$ cat src/rtl/instruction_fetch.sv
// Instruction fetch: owns the PC and issues one word read per cycle to a
// 1-cycle-latency instruction memory. Returned words are buffered with their
// PC in a small FIFO and handed to decode over a valid/ready handshake.
// A redirect flushes buffered and in-flight fetches.
// Ports:
//   clk_i, rst_i              clock, async active-high reset
//   imem_en_o, imem_addr_o    memory read request (word aligned)
//   imem_inst_i               read data, valid the cycle after a request
//   redirect_i, redirect_pc_i control-flow change and its target
//   inst_valid_o, inst_o,
//   inst_pc_o, inst_ready_i   decode handshake
//   perf_fetched_o,
//   perf_stall_o              only with IFETCH_PERF_EN: pop / stall counters
module instruction_fetch #(
  parameter logic [31:0] RESET_PC   = 32'h0000_0000,
  parameter int          FIFO_DEPTH = 2
) (
  input  logic        clk_i,
  input  logic        rst_i,
  output logic        imem_en_o,
  output logic [31:0] imem_addr_o,
  input  logic [31:0] imem_inst_i,
  input  logic        redirect_i,
  input  logic [31:0] redirect_pc_i,
  output logic        inst_valid_o,
  output logic [31:0] inst_o,
  output logic [31:0] inst_pc_o,
  input  logic        inst_ready_i
`ifdef IFETCH_PERF_EN
  ,
  output logic [31:0] perf_fetched_o,
  output logic [31:0] perf_stall_o
`endif
);

  localparam int AW = (FIFO_DEPTH > 1) ? $clog2(FIFO_DEPTH) : 1;
  localparam int CW = $clog2(FIFO_DEPTH) + 1;
  localparam logic [CW:0] DEPTH_C = (CW+1)'(FIFO_DEPTH);

  logic [31:0]   r_pc;
  logic [31:0]   r_req_pc;
  logic          r_inflight;
  logic [31:0]   r_buf_inst [FIFO_DEPTH];
  logic [31:0]   r_buf_pc   [FIFO_DEPTH];
  logic [AW-1:0] r_wptr;
  logic [AW-1:0] r_rptr;
  logic [CW-1:0] r_count;

  logic          w_pop;
  logic          w_push;
  logic [CW:0]   w_credit;
  logic          w_unused;

  assign w_unused = ^redirect_pc_i[1:0];

  assign w_pop  = inst_valid_o & inst_ready_i;
  assign w_push = r_inflight & ~redirect_i;

  // Slots committed after this cycle: buffered plus in-flight, minus the
  // entry leaving now. One extra bit keeps the sum from wrapping.
  assign w_credit = {1'b0, r_count}
                  + {{CW{1'b0}}, r_inflight}
                  - {{CW{1'b0}}, w_pop};

  assign imem_en_o   = ~rst_i & ~redirect_i & (w_credit < DEPTH_C);
  assign imem_addr_o = r_pc;

  assign inst_valid_o = (r_count != '0);
  assign inst_o       = r_buf_inst[r_rptr];
  assign inst_pc_o    = r_buf_pc[r_rptr];

  always_ff @(posedge clk_i or posedge rst_i) begin
    if (rst_i) begin
      r_pc       <= RESET_PC;
      r_req_pc   <= '0;
      r_inflight <= 1'b0;
      r_wptr     <= '0;
      r_rptr     <= '0;
      r_count    <= '0;
      for (int i = 0; i < FIFO_DEPTH; i++) begin
        r_buf_inst[i] <= '0;
        r_buf_pc[i]   <= '0;
      end
    end else if (redirect_i) begin
      r_pc       <= {redirect_pc_i[31:2], 2'b00};
      r_inflight <= 1'b0;
      r_wptr     <= '0;
      r_rptr     <= '0;
      r_count    <= '0;
    end else begin
      r_inflight <= imem_en_o;
      if (imem_en_o) begin
        r_pc     <= r_pc + 32'd4;
        r_req_pc <= r_pc;
      end
      if (w_push) begin
        r_buf_inst[r_wptr] <= imem_inst_i;
        r_buf_pc[r_wptr]   <= r_req_pc;
        r_wptr             <= r_wptr + 1'b1;
      end
      if (w_pop) begin
        r_rptr <= r_rptr + 1'b1;
      end
      r_count <= r_count + CW'(w_push) - CW'(w_pop);
    end
  end

`ifdef IFETCH_PERF_EN
  always_ff @(posedge clk_i or posedge rst_i) begin
    if (rst_i) begin
      perf_fetched_o <= '0;
      perf_stall_o   <= '0;
    end else begin
      if (w_pop) begin
        perf_fetched_o <= perf_fetched_o + 32'd1;
      end
      if (inst_valid_o && !inst_ready_i) begin
        perf_stall_o <= perf_stall_o + 32'd1;
      end
    end
  end
`endif

endmodule

$ cat config.mk
export PLATFORM = sky130hd
export DESIGN_NAME = instruction_fetch
export DESIGN_NICKNAME = d
export VERILOG_FILES = /design/src/rtl/instruction_fetch.sv
export SDC_FILE = /design/constraint.sdc
export NUM_CORES = 1
export LEC_CHECK = 0
export CELL_PAD_IN_SITES_DETAIL_PLACEMENT = 1
export CELL_PAD_IN_SITES_GLOBAL_PLACEMENT = 2
export CORE_MARGIN = 2
export CORE_UTILIZATION = 46
export DETAILED_ROUTE_END_ITERATION = 8
export DONT_BUFFER_PORTS = 1
export HOLD_SLACK_MARGIN = 0.02
export PLACE_DENSITY_LB_ADDON = 0.12
export SETUP_SLACK_MARGIN = 0.5
export SLEW_MARGIN = 25
export SYNTH_ARGS = -nofsm -noshare
export SYNTH_HDL_FRONTEND = slang
export SYNTH_SLANG_ARGS = --single-unit
$ cat constraint.sdc
create_clock -name clk_i -period 13.7 [get_ports clk_i]
set_input_delay 2.74 -clock clk_i [delete_from_list [all_inputs] [get_ports clk_i]]
set_output_delay 2.74 -clock clk_i [all_outputs]
set_load 0.1 [all_outputs]
======== Word-level counts from Yosys, hierarchy flattened ========
Index checks and enable logic that the tools add are counted.
storage, ports and cells
  bits in registers ....................... 197
  word-level logic and storage cells ...... 54
cells by class
  mux-type cells .......................... 18
  $lt $le $gt $ge ......................... 4
  add/subtract/negate cells ............... 7
  bitwise operators ....................... 8
  reductions and logical operators ........ 7
operators with widths
  cell                                                        count
  2-to-1 mux 32 bit                                           9
  bitwise mux 64 bit                                          2
  adder 32 x 3 -> 32 bit, second input constant               1
  demux 32 bit (select 1 bit)                                 1
  nonzero test 2 bit                                          4
  2-to-1 mux 1 bit                                            5
  bitwise AND 1 bit                                           4
  >= comparator 2 bit, second input constant                  2
  NOT 1 -> 2 bit                                              2
  AND reduction 2 bit                                         2
  adder 2 x 1 -> 3 bit                                        1
  less-than comparator 3 x 2 -> 1 bit, second input constant  1
  subtractor 3 x 1 -> 3 bit                                   1
  adder 1 bit, second input constant                          2
  adder 2 x 1 -> 2 bit                                        1
  less-than comparator 2 x 1 -> 1 bit, second input constant  1
  2-to-1 mux 2 bit                                            1
  NOT 1 bit                                                   2
  subtractor 2 x 1 -> 2 bit                                   1
  logical AND 1 bit                                           1

======== Logic depth before layout (Yosys ltp) ========
Gate-level depths: netlist of the first run.
  word-level depth ........................ 7
  mapped depth ............................ 12
  gate-level depth less buffers ........... 10

======== Worst setup path before layout of the first run ========
No wires, ideal clock.
  path type ............................... input-to-output
  from .................................... in inst_ready_i
  to ...................................... out imem_en_o
  arrival ................................. 5946 ps
  data required time ...................... 10960 ps
  cell stages on the path ................. 7
  path slack .............................. 5014 ps
  path through ............................ nand2_1 -> nor2_1 -> o21ai_0 -> fa_1 -> nand2b_1 -> buf_1 -> nor3_1
between the ends
  word-level cells in the longest chain between the ends .. 4
RTL lines
  what                                 RTL line  source
  start: declaration                   28        input logic inst_ready_i
  bitwise AND 1 bit                    56        assign w_pop = inst_valid_o & inst_ready_i;
  subtractor 3 x 1 -> 3 bit            63        - {{CW{1'b0}}, w_pop};
  less-than comparator 3 x 2 -> 1 bit  65        assign imem_en_o = ~rst_i & ~redirect_i & (w_credit < DEPTH_C);
  bitwise AND 1 bit                    65
  end: declaration                     20        output logic imem_en_o,
Every way passes these cells.

======== Worst setup path in the final report of the first run ========
Same ends and word-level chain as after synthesis.

==> flow_summary.yaml, run 1 <==
critical_path:
  slowest_delay_ns: 0.51
  start_kind: "input port"
  worst-path-buf-inv: 1
  cp_data_arrival_time_ns: 4.60
  cp_data_required_time_ns: 10.96
  crit_fanout: 8
  critical_path_class: "in2out"
  cp_top_family: "simple AND/OR/NAND/NOR gates"
  endpoint_kind: "primary output"
  cp_slowest_cell: "fa_1"
  cp_cell_sequence: "nand2_1, nor2_1, o21ai_0, fa_1, nand2b_1, nor3_2, buf_16"
clock_tree:
  ctsResizeCount: 0
  clk-insertion-delay-late_ns: 0.43
  clock-sinks: 189
  htreeDepth: 4
  clk_path_buf_depth: 2
  cts_hold_buf: 0
  clkTransAtPathRegs_ns: 0.06
  cts_tree: "yes"
  cts_inserted_buffers: 17
  cts_setup_buffers: 0
  root_buffer: "clkbuf_16"
detailed_routing:
  post_drt_wl_per_cell_um: 21.37
  drtAntennaViolNets: 0
  drc: 0
  vias_per_cell: 5.645
  drt-initial-drc-count: 122
  vias: 4911
  dr.pass1.iters: 4
  wl_um: 18590
floorplanning:
  io-pin-count: 166
  die_w_um: 140.0
  initial_core_util: 0.4718
  die_area_um2: 19590
  fp.dieH_um: 140.0
  core_area_um2: 18020
  row_count: 49
sta:
  fin_skew_ns: 0.007538
  maxSlewHeadroom: 0.2704
  fmax_mhz: 136.2
  setup_viol: 0
  hold_viol: 0
  rsz0062_at_grt: "no"
  fin_crit_ns: 7.342
  tns_ns: 0
  period_share: 0.5359
  drv_slew: 0
  worst_pin_slew_ns: 1.094
synth:
  yosysWarnings: 0
  synth_top_cell_by_area: "dfrtp_1"
  postSynth.asyncResetShare: 1.000
  ys_seq_area_frac: 0.5561
  synth_area_um2: 8504
  synth_edf_count: 0
  yosysMostFrequentCell: "mux2_2"
  synth_top_area_share: 0.5561
  synth_cells: 629
  ys_ff_latch: 189
  ys_dominant_reg_cell: "dfrtp_1"
  synth_area_leaders: "dfrtp_1 56%, mux2_2 29%, xor2_1 2.1%, nand2_1 1.9%, o21ai_0 1.5%"
  syn-mean-instance-area_um2: 13.52
  synth_cell_types: 38
  ys_top_cells_by_count: "218 x mux2_2, 189 x dfrtp_1, 42 x nand2_1, 25 x o21ai_0, 20 x xor2_1"
global_route:
  track_usage: 0.2006
  antenna_found_initial: 1
  grt_max_degree: 111
  grt_pass1_wl_um: 31060
  grt_pass1_vias: 5657
  overflow: 0
finish:
  fin_nets: 700
  syn2layout_area_growth_pct: 11.08
  drive_gt1_frac: 0.4391
  final_cell_area_um2: 9447
run:
  cap_violations: 0
hold_path:
  hold_class: "reg2reg"
run_status:
  status: "finished, final reports clean"
place:
  dpl.hpwl_um: 12560
  port_buffers: 0
  dpl-instance-area_um2: 8773
  routabilityCongestion: 0.7538
-- final timing paths --
check	from	end	slack [ns]	cells past startpoint
max in group asynchronous	rst_i	imem_addr_o[16]	10.16	2
worst min register to register	r_buf_inst[3]	r_buf_inst[3]	0.50	1
min in group asynchronous	rst_i	r_count[0]	2.28	1
worst max-delay path	inst_ready_i	imem_en_o	6.36	7
worst min-delay path	r_buf_inst[3]	r_buf_inst[3]	0.50	1
worst max register to register	r_count[1]	imem_addr_o[29]	9.63	11
-- worst reg2reg max path: stages (launching register included) --
cell and delay, ns:
dfrtp_1 0.48, or2_2 0.52, nand2_1 0.21, nor2_1 0.23
o21ai_0 0.18, fa_1 0.51, nand2b_1 0.28, nor3_4 0.54
buf_4 0.45, nand3_2 0.16, or3_1 0.37, nand3_1 0.08
-- area by class of cell --
type	count	area, um2
fill	1779	8578
antenna	1	2.502
timing repair buffer	13	125.1
multi-input combinational	403	3621
tap	229	286.5
clock inverter	13	211.5
clock buffer	18	439.2
inverter	4	22.52
sequential	189	4738
-- cells in the final DEF, fill, tap and decap left out, drive strengths merged, types with 7 or more instances in the layout --
cell type	synthesis	routed
mux2	218	218
dfrtp	189	189
nand2	42	42
o21ai	25	25
xor2	21	21
clkbuf	14	18
nand3	17	17
nand4	15	15
buf	22	13
nor2	11	11
nor3	10	10
xnor2	8	8
inv	4	7
-- through the flow --
step                      hold WS, ns  cells    util  setup slack [ns]
after CTS                      0.5061    868  0.5228             6.302
after global placement         0.4814    837  0.4866             6.373
final                          0.5005    870  0.5241             6.358
after floorplan                0.4737    632       -             5.014
after detailed placement       0.4875    837  0.4867             6.315
after global routing           0.5097    869  0.5239             6.225
-- cell families after synthesis --
family / count (synthesis) / synth area share
AO/OA/AOI/OAI: 30 / 0.01898
buffers and inverters: 40 / 0.02089
flip-flops: 189 / 0.5561
other: 1 / 0.0004409
multiplexers: 220 / 0.2910
AND/OR/NAND/NOR: 116 / 0.07504
XOR/XNOR: 29 / 0.03075
adder cells (fa/ha/maj): 4 / 0.006768
-- per-layer routing --
layer,up-vias,wire (um),track usage
met5,-,0,0
met3,21,1065,0.05675
li1,2234,-,-
met2,111,9434,0.3466
met4,0,284,0.05842
met1,2545,7805,0.2461
-- sequential cells by signal, summed over array words and instances, names as in the netlist --
name	count
r_count	2
r_rptr	1
r_buf_pc	60
r_inflight	1
r_wptr	1
imem_addr_o	30
r_buf_inst	64
r_req_pc	30
Power of run 1 is not shown: default switching activity piles up to over one toggle a cycle in this logic, so the estimate is an artifact.
==> run 2: changes to the inputs <==
--- a/config.mk
+++ b/config.mk
@@ -8,7 +8,7 @@
 export CELL_PAD_IN_SITES_DETAIL_PLACEMENT = 1
 export CELL_PAD_IN_SITES_GLOBAL_PLACEMENT = 2
 export CORE_MARGIN = 2
-export CORE_UTILIZATION = 46
+export CORE_UTILIZATION = 43
 export DETAILED_ROUTE_END_ITERATION = 8
 export DONT_BUFFER_PORTS = 1
 export HOLD_SLACK_MARGIN = 0.02
==> constraint.sdc (replaced) <==
create_clock -name clk_i -period 7.1 [get_ports clk_i]
set_input_delay 1.42 -clock clk_i [delete_from_list [all_inputs] [get_ports clk_i]]
set_output_delay 1.42 -clock clk_i [all_outputs]
set_load 0.1 [all_outputs]
==> run 2 against run 1 <==
  * Final cell count is 4.3% higher
  * Sequential share of layout area is 0.25 points lower
  * Clock skew is 0.0030 ns higher
  * Register-to-register slack worse by 6.7 ns
  * Die area is 6.8% higher
  * First-iteration DRC count is 23% higher
  * Sequential cell count stayed put
  * Critical endpoint unchanged
  * Largest cell class unchanged
==> flow_summary.yaml, run 2 (same netlist as run 1, synthesis figures left out) <==
sta:
  tns_ns: 0
  fmax_mhz: 210.1
  maxSlewHeadroom: 0.2716
  hold_viol: 0
  setup_viol: 0
  fin_skew_ns: 0.01055
  fin_crit_ns: 4.761
  rsz0062_at_grt: "no"
  drv_slew: 0
  period_share: 0.6705
  worst_pin_slew_ns: 1.093
global_route:
  top_usage_layer: "met2"
  grt_pass1_vias: 5193
  antenna_found_initial: 0
  use_met2: 0.3101
  grt_pass1_wl_um: 29450
  grt_max_degree: 125
  track_usage: 0.1872
  met1_usage: 0.2383
  overflow: 0
  grt_use_met3: 0.05762
floorplanning:
  die_w_um: 144.6
  row_count: 51
  die_area_um2: 20920
  fp.dieH_um: 144.6
  io-pin-count: 166
  initial_core_util: 0.4370
  core_area_um2: 19460
run:
  cap_violations: 0
clock_tree:
  cts_setup_buffers: 0
  htreeDepth: 4
  clk_path_buf_depth: 2
  cts_inserted_buffers: 17
  ctsResizeCount: 0
  clkTransAtPathRegs_ns: 0.06
  clk-insertion-delay-late_ns: 0.43
  cts_tree: "yes"
  cts_hold_buf: 0
  root_buffer: "clkbuf_16"
  clock-sinks: 189
detailed_routing:
  drt-initial-drc-count: 150
  drtAntennaViolNets: 0
  wl_um: 19030
  vias_per_cell: 5.440
  vias: 4934
  drc: 0
  post_drt_wl_per_cell_um: 20.98
  dr.pass1.iters: 5
critical_path:
  endpoint_kind: "primary output"
  cp_data_required_time_ns: 5.68
  reg2reg_from: "r_count[1]"
  crit_fanout: 8
  start_kind: "flop"
  critical_path_class: "reg2out"
  r2r-end: "imem_addr_o[29]"
  cp_data_arrival_time_ns: 3.34
  reg2reg_depth: 11
  r2r_setup_slack_ns: 2.89
finish:
  layout_commonest_cell: "mux2_2"
  syn2layout_area_growth_pct: 11.58
  reg_top3: "r_buf_inst: 64 flops, r_buf_pc: 60 flops"
  final_cell_mix: "218 x mux2_2, 184 x dfrtp_1, 42 x nand2_1"
  largest_reg_flops: 64
  drive_gt1_frac: 0.4377
  antenna_cells: 0
  top_register: "r_buf_inst"
  fin_nets: 701
hold_path:
  hold_class: "reg2reg"
  worstHoldStart: "r_buf_inst[43]"
  min_delay_path_depth: 1
  min_to: "r_buf_inst[43]"
run_status:
  status: "finished, final reports clean"
place:
  port_buffers: 0
  routabilityCongestion: 0.7373
  dpl.hpwl_um: 12820
-- run 2: worst max path at each step --
stage	startpoint	to
after global placement	inst_ready_i	imem_en_o
after global routing	r_count[1]	imem_en_o
after floorplan	rst_i	imem_addr_o[10]
after detailed placement	inst_ready_i	imem_en_o
final	r_count[1]	imem_en_o
after CTS	r_count[1]	imem_en_o
-- run 2: metal layers --
layer / vias up / routed length [um]
met3: 15 / 1135
met1: 2572 / 8323
met2: 117 / 9406
li1: 2230 / -
met5: - / 0
met4: 0 / 163
-- run 2: area by class of cell --
class                      instances  area, um2
clock buffer                      20      466.7
clock inverter                    12      182.7
fill                            1930       9973
inverter                           4      22.52
multi-input combinational        403       3621
sequential                       189       4736
tap                              265      331.6
timing repair buffer              14      128.9
-- run 2: critical path, stage by stage, from the launching register on --
cell and delay (ns):
dfrtp_1 0.47, or2_2 0.52, nand2_1 0.20, nor2_1 0.20, o21ai_0 0.14, fa_1 0.51
nand2b_1 0.32, nor3_2 0.35, buf_16 0.21
-- run 2: through the flow --
step	cells	hold WS, ns	cell area (um2)	utilization	setup slack, ns
CTS	906	0.5044	9473	0.4867	2.301
global placement	874	0.4806	8823	0.4534	2.475
floorplan	632	0.4737	8516	-	0.5379
finish	907	0.5022	9489	0.4876	2.339
detailed placement	874	0.4883	8823	0.4534	2.444
global route	907	0.5180	9489	0.4876	2.130
Power of run 2 is left out for the same reason.
==> run 3: changes to the inputs <==
==> constraint.sdc (replaced) <==
create_clock -name clk_i -period 4.55 [get_ports clk_i]
set_input_delay 0.91 -clock clk_i [delete_from_list [all_inputs] [get_ports clk_i]]
set_output_delay 0.91 -clock clk_i [all_outputs]
set_load 0.1 [all_outputs]
==> run 3 against run 2 <==
  * First-iteration DRC count decreased by 4.0%
  * Worst setup slack lost 1.6 ns
  * Final cell count increased by 0.99%
  * Core utilization is 0.50 points higher
  * Sequential cell count stayed put
  * Register-to-register slack got worse by 1.8 ns
  * Critical path type unchanged
  * Highest routed layer is now met5
==> flow_summary.yaml, run 3 (same netlist as run 1, synthesis figures left out) <==
finish:
  largest_reg_flops: 64
  utilization: 0.4925
  final_cell_mix: "218 x mux2_2, 182 x dfrtp_1, 42 x nand2_1"
  multi_input_area_um2: 3646
  seq_area_um2: 4738
  nFillCells: 1965
  top_register: "r_buf_inst"
  layout_commonest_cell: "mux2_2"
  syn2layout_area_growth_pct: 12.71
  reg_top3: "r_buf_inst: 64 flops, r_buf_pc: 60 flops"
  drive_gt1_frac: 0.4516
  fin_nets: 710
  antenna_cells: 0
clock_tree:
  clock-sinks: 189
  cts_inserted_buffers: 17
  clk_path_buf_depth: 2
  root_buffer: "clkbuf_16"
  cts_tree: "yes"
  clkTransAtPathRegs_ns: 0.07
  clk-insertion-delay-late_ns: 0.43
  htreeDepth: 4
  cts_setup_buffers: 0
global_route:
  met1_usage: 0.2228
  track_usage: 0.1901
  grt_pass1_vias: 5410
  grt_use_met3: 0.07053
  grt_pass1_wl_um: 29890
  grt_max_degree: 190
  use_met2: 0.3288
  top_usage_layer: "met2"
  antenna_found_initial: 1
  overflow: 0
floorplanning:
  io-pin-count: 166
  core_area_um2: 19460
  die_w_um: 144.6
  initial_core_util: 0.4370
  die_area_um2: 20920
  row_count: 51
  fp.dieH_um: 144.6
critical_path:
  start_kind: "flop"
  crit_fanout: 8
  critical_path_class: "reg2out"
  cp_slowest_cell: "fa_1"
  r2r_setup_slack_ns: 1.12
  cp_cell_sequence: "or2_4, nand2_1, nor2_2, o21ai_0, fa_1, nand2b_2, nor3_4, buf_6"
  cp_data_arrival_time_ns: 2.94
  endpoint_kind: "primary output"
  cp_data_required_time_ns: 3.64
  slowest_delay_ns: 0.53
run:
  cap_violations: 0
place:
  dpl.hpwl_um: 12800
  routabilityCongestion: 0.7193
  dp_slack_ns: 0.6009
  port_buffers: 0
sta:
  worst_pin_slew_ns: 1.090
  drv_slew: 0
  period_share: 0.8465
  setup_viol: 0
  rsz0062_at_grt: "no"
  fin_skew_ns: 0.01576
  hold_viol: 0
  fin_crit_ns: 3.852
  tns_ns: 0
  maxSlewHeadroom: 0.2734
  fin_ws_ns: 0.6983
  fmax_mhz: 259.6
detailed_routing:
  drtAntennaViolNets: 0
  vias_per_cell: 5.392
  vias: 4939
  drc: 0
  post_drt_wl_per_cell_um: 21.24
  wl_um: 19450
  dr.pass1.iters: 4
  drt-initial-drc-count: 144
hold_path:
  hold_class: "in2async"
run_status:
  status: "finished, final reports clean"
==> run 3: cell types whose count changed in the layout (fill, tap and decap cells not counted), moves of 2 or more <==
| cell | previous run | this run |
|---|---|---|
| clkinvlp_4 | 2 | 4 |
| dfrtp_2 | 5 | 7 |
| inv_6 | 1 | 4 |
| buf_12 | 0 | 4 |
| clkbuf_8 | 3 | 0 |
| dfrtp_1 | 184 | 182 |
| buf_4 | 12 | 17 |
| bufinv_16 | 4 | 2 |
==> run 3: final cells by class <==
cell class              instances  area share
clock buffers                  17     0.04438
well taps                     265     0.03459
multi-input cells             403      0.3804
flip-flops and latches        189      0.4943
repair buffers                 23     0.02571
clock inverters                15     0.01867
inverters                       4    0.001958
==> run 3: final timing paths <==
check	from	endpoint	cells past startpoint
min in group clk_i	r_buf_inst[2]	r_buf_inst[2]	1
max reg2reg	r_count[1]	imem_addr_o[29]	10
min	rst_i	r_wptr	2
max in group asynchronous	rst_i	r_buf_pc[63]	3
max	r_count[1]	imem_en_o	8
min reg2reg	r_buf_inst[2]	r_buf_inst[2]	1
==> run 3: repair_timing <==
| action | 4_1_cts | 5_1_grt |
|---|---|---|
| resized for setup | 4 | 2 |
| pin swaps | 1 | 1 |
| hold buffers | 0 | 0 |
| setup endpoints to repair | 1 | 1 |
==> run 3: routing by layer <==
layer | up-vias | share of wire
met5 | - | 0.00067
met1 | 2580 | 0.41
met2 | 107 | 0.51
li1 | 2236 | -
met4 | 2 | 0.010
met3 | 14 | 0.070
==> run 3: stage by stage <==
stage	hold WS (ns)	cell area [um2]	instances
finish	0.4508	9585	916
global route	0.5002	9585	916
CTS	0.5055	9545	915
detailed placement	0.4871	8924	883
global placement	0.4807	8924	883
floorplan	0.4737	8531	632
==> run 3: critical path, delay by kind of cell, from the launching register on <==
family | cells | cell delay [ns]
simple gates | 5 | 1.11
fa+ha+maj | 1 | 0.53
flops | 1 | 0.47
buf+inv | 1 | 0.25
compound gates | 1 | 0.16
Power of run 3 is left out for the same reason.
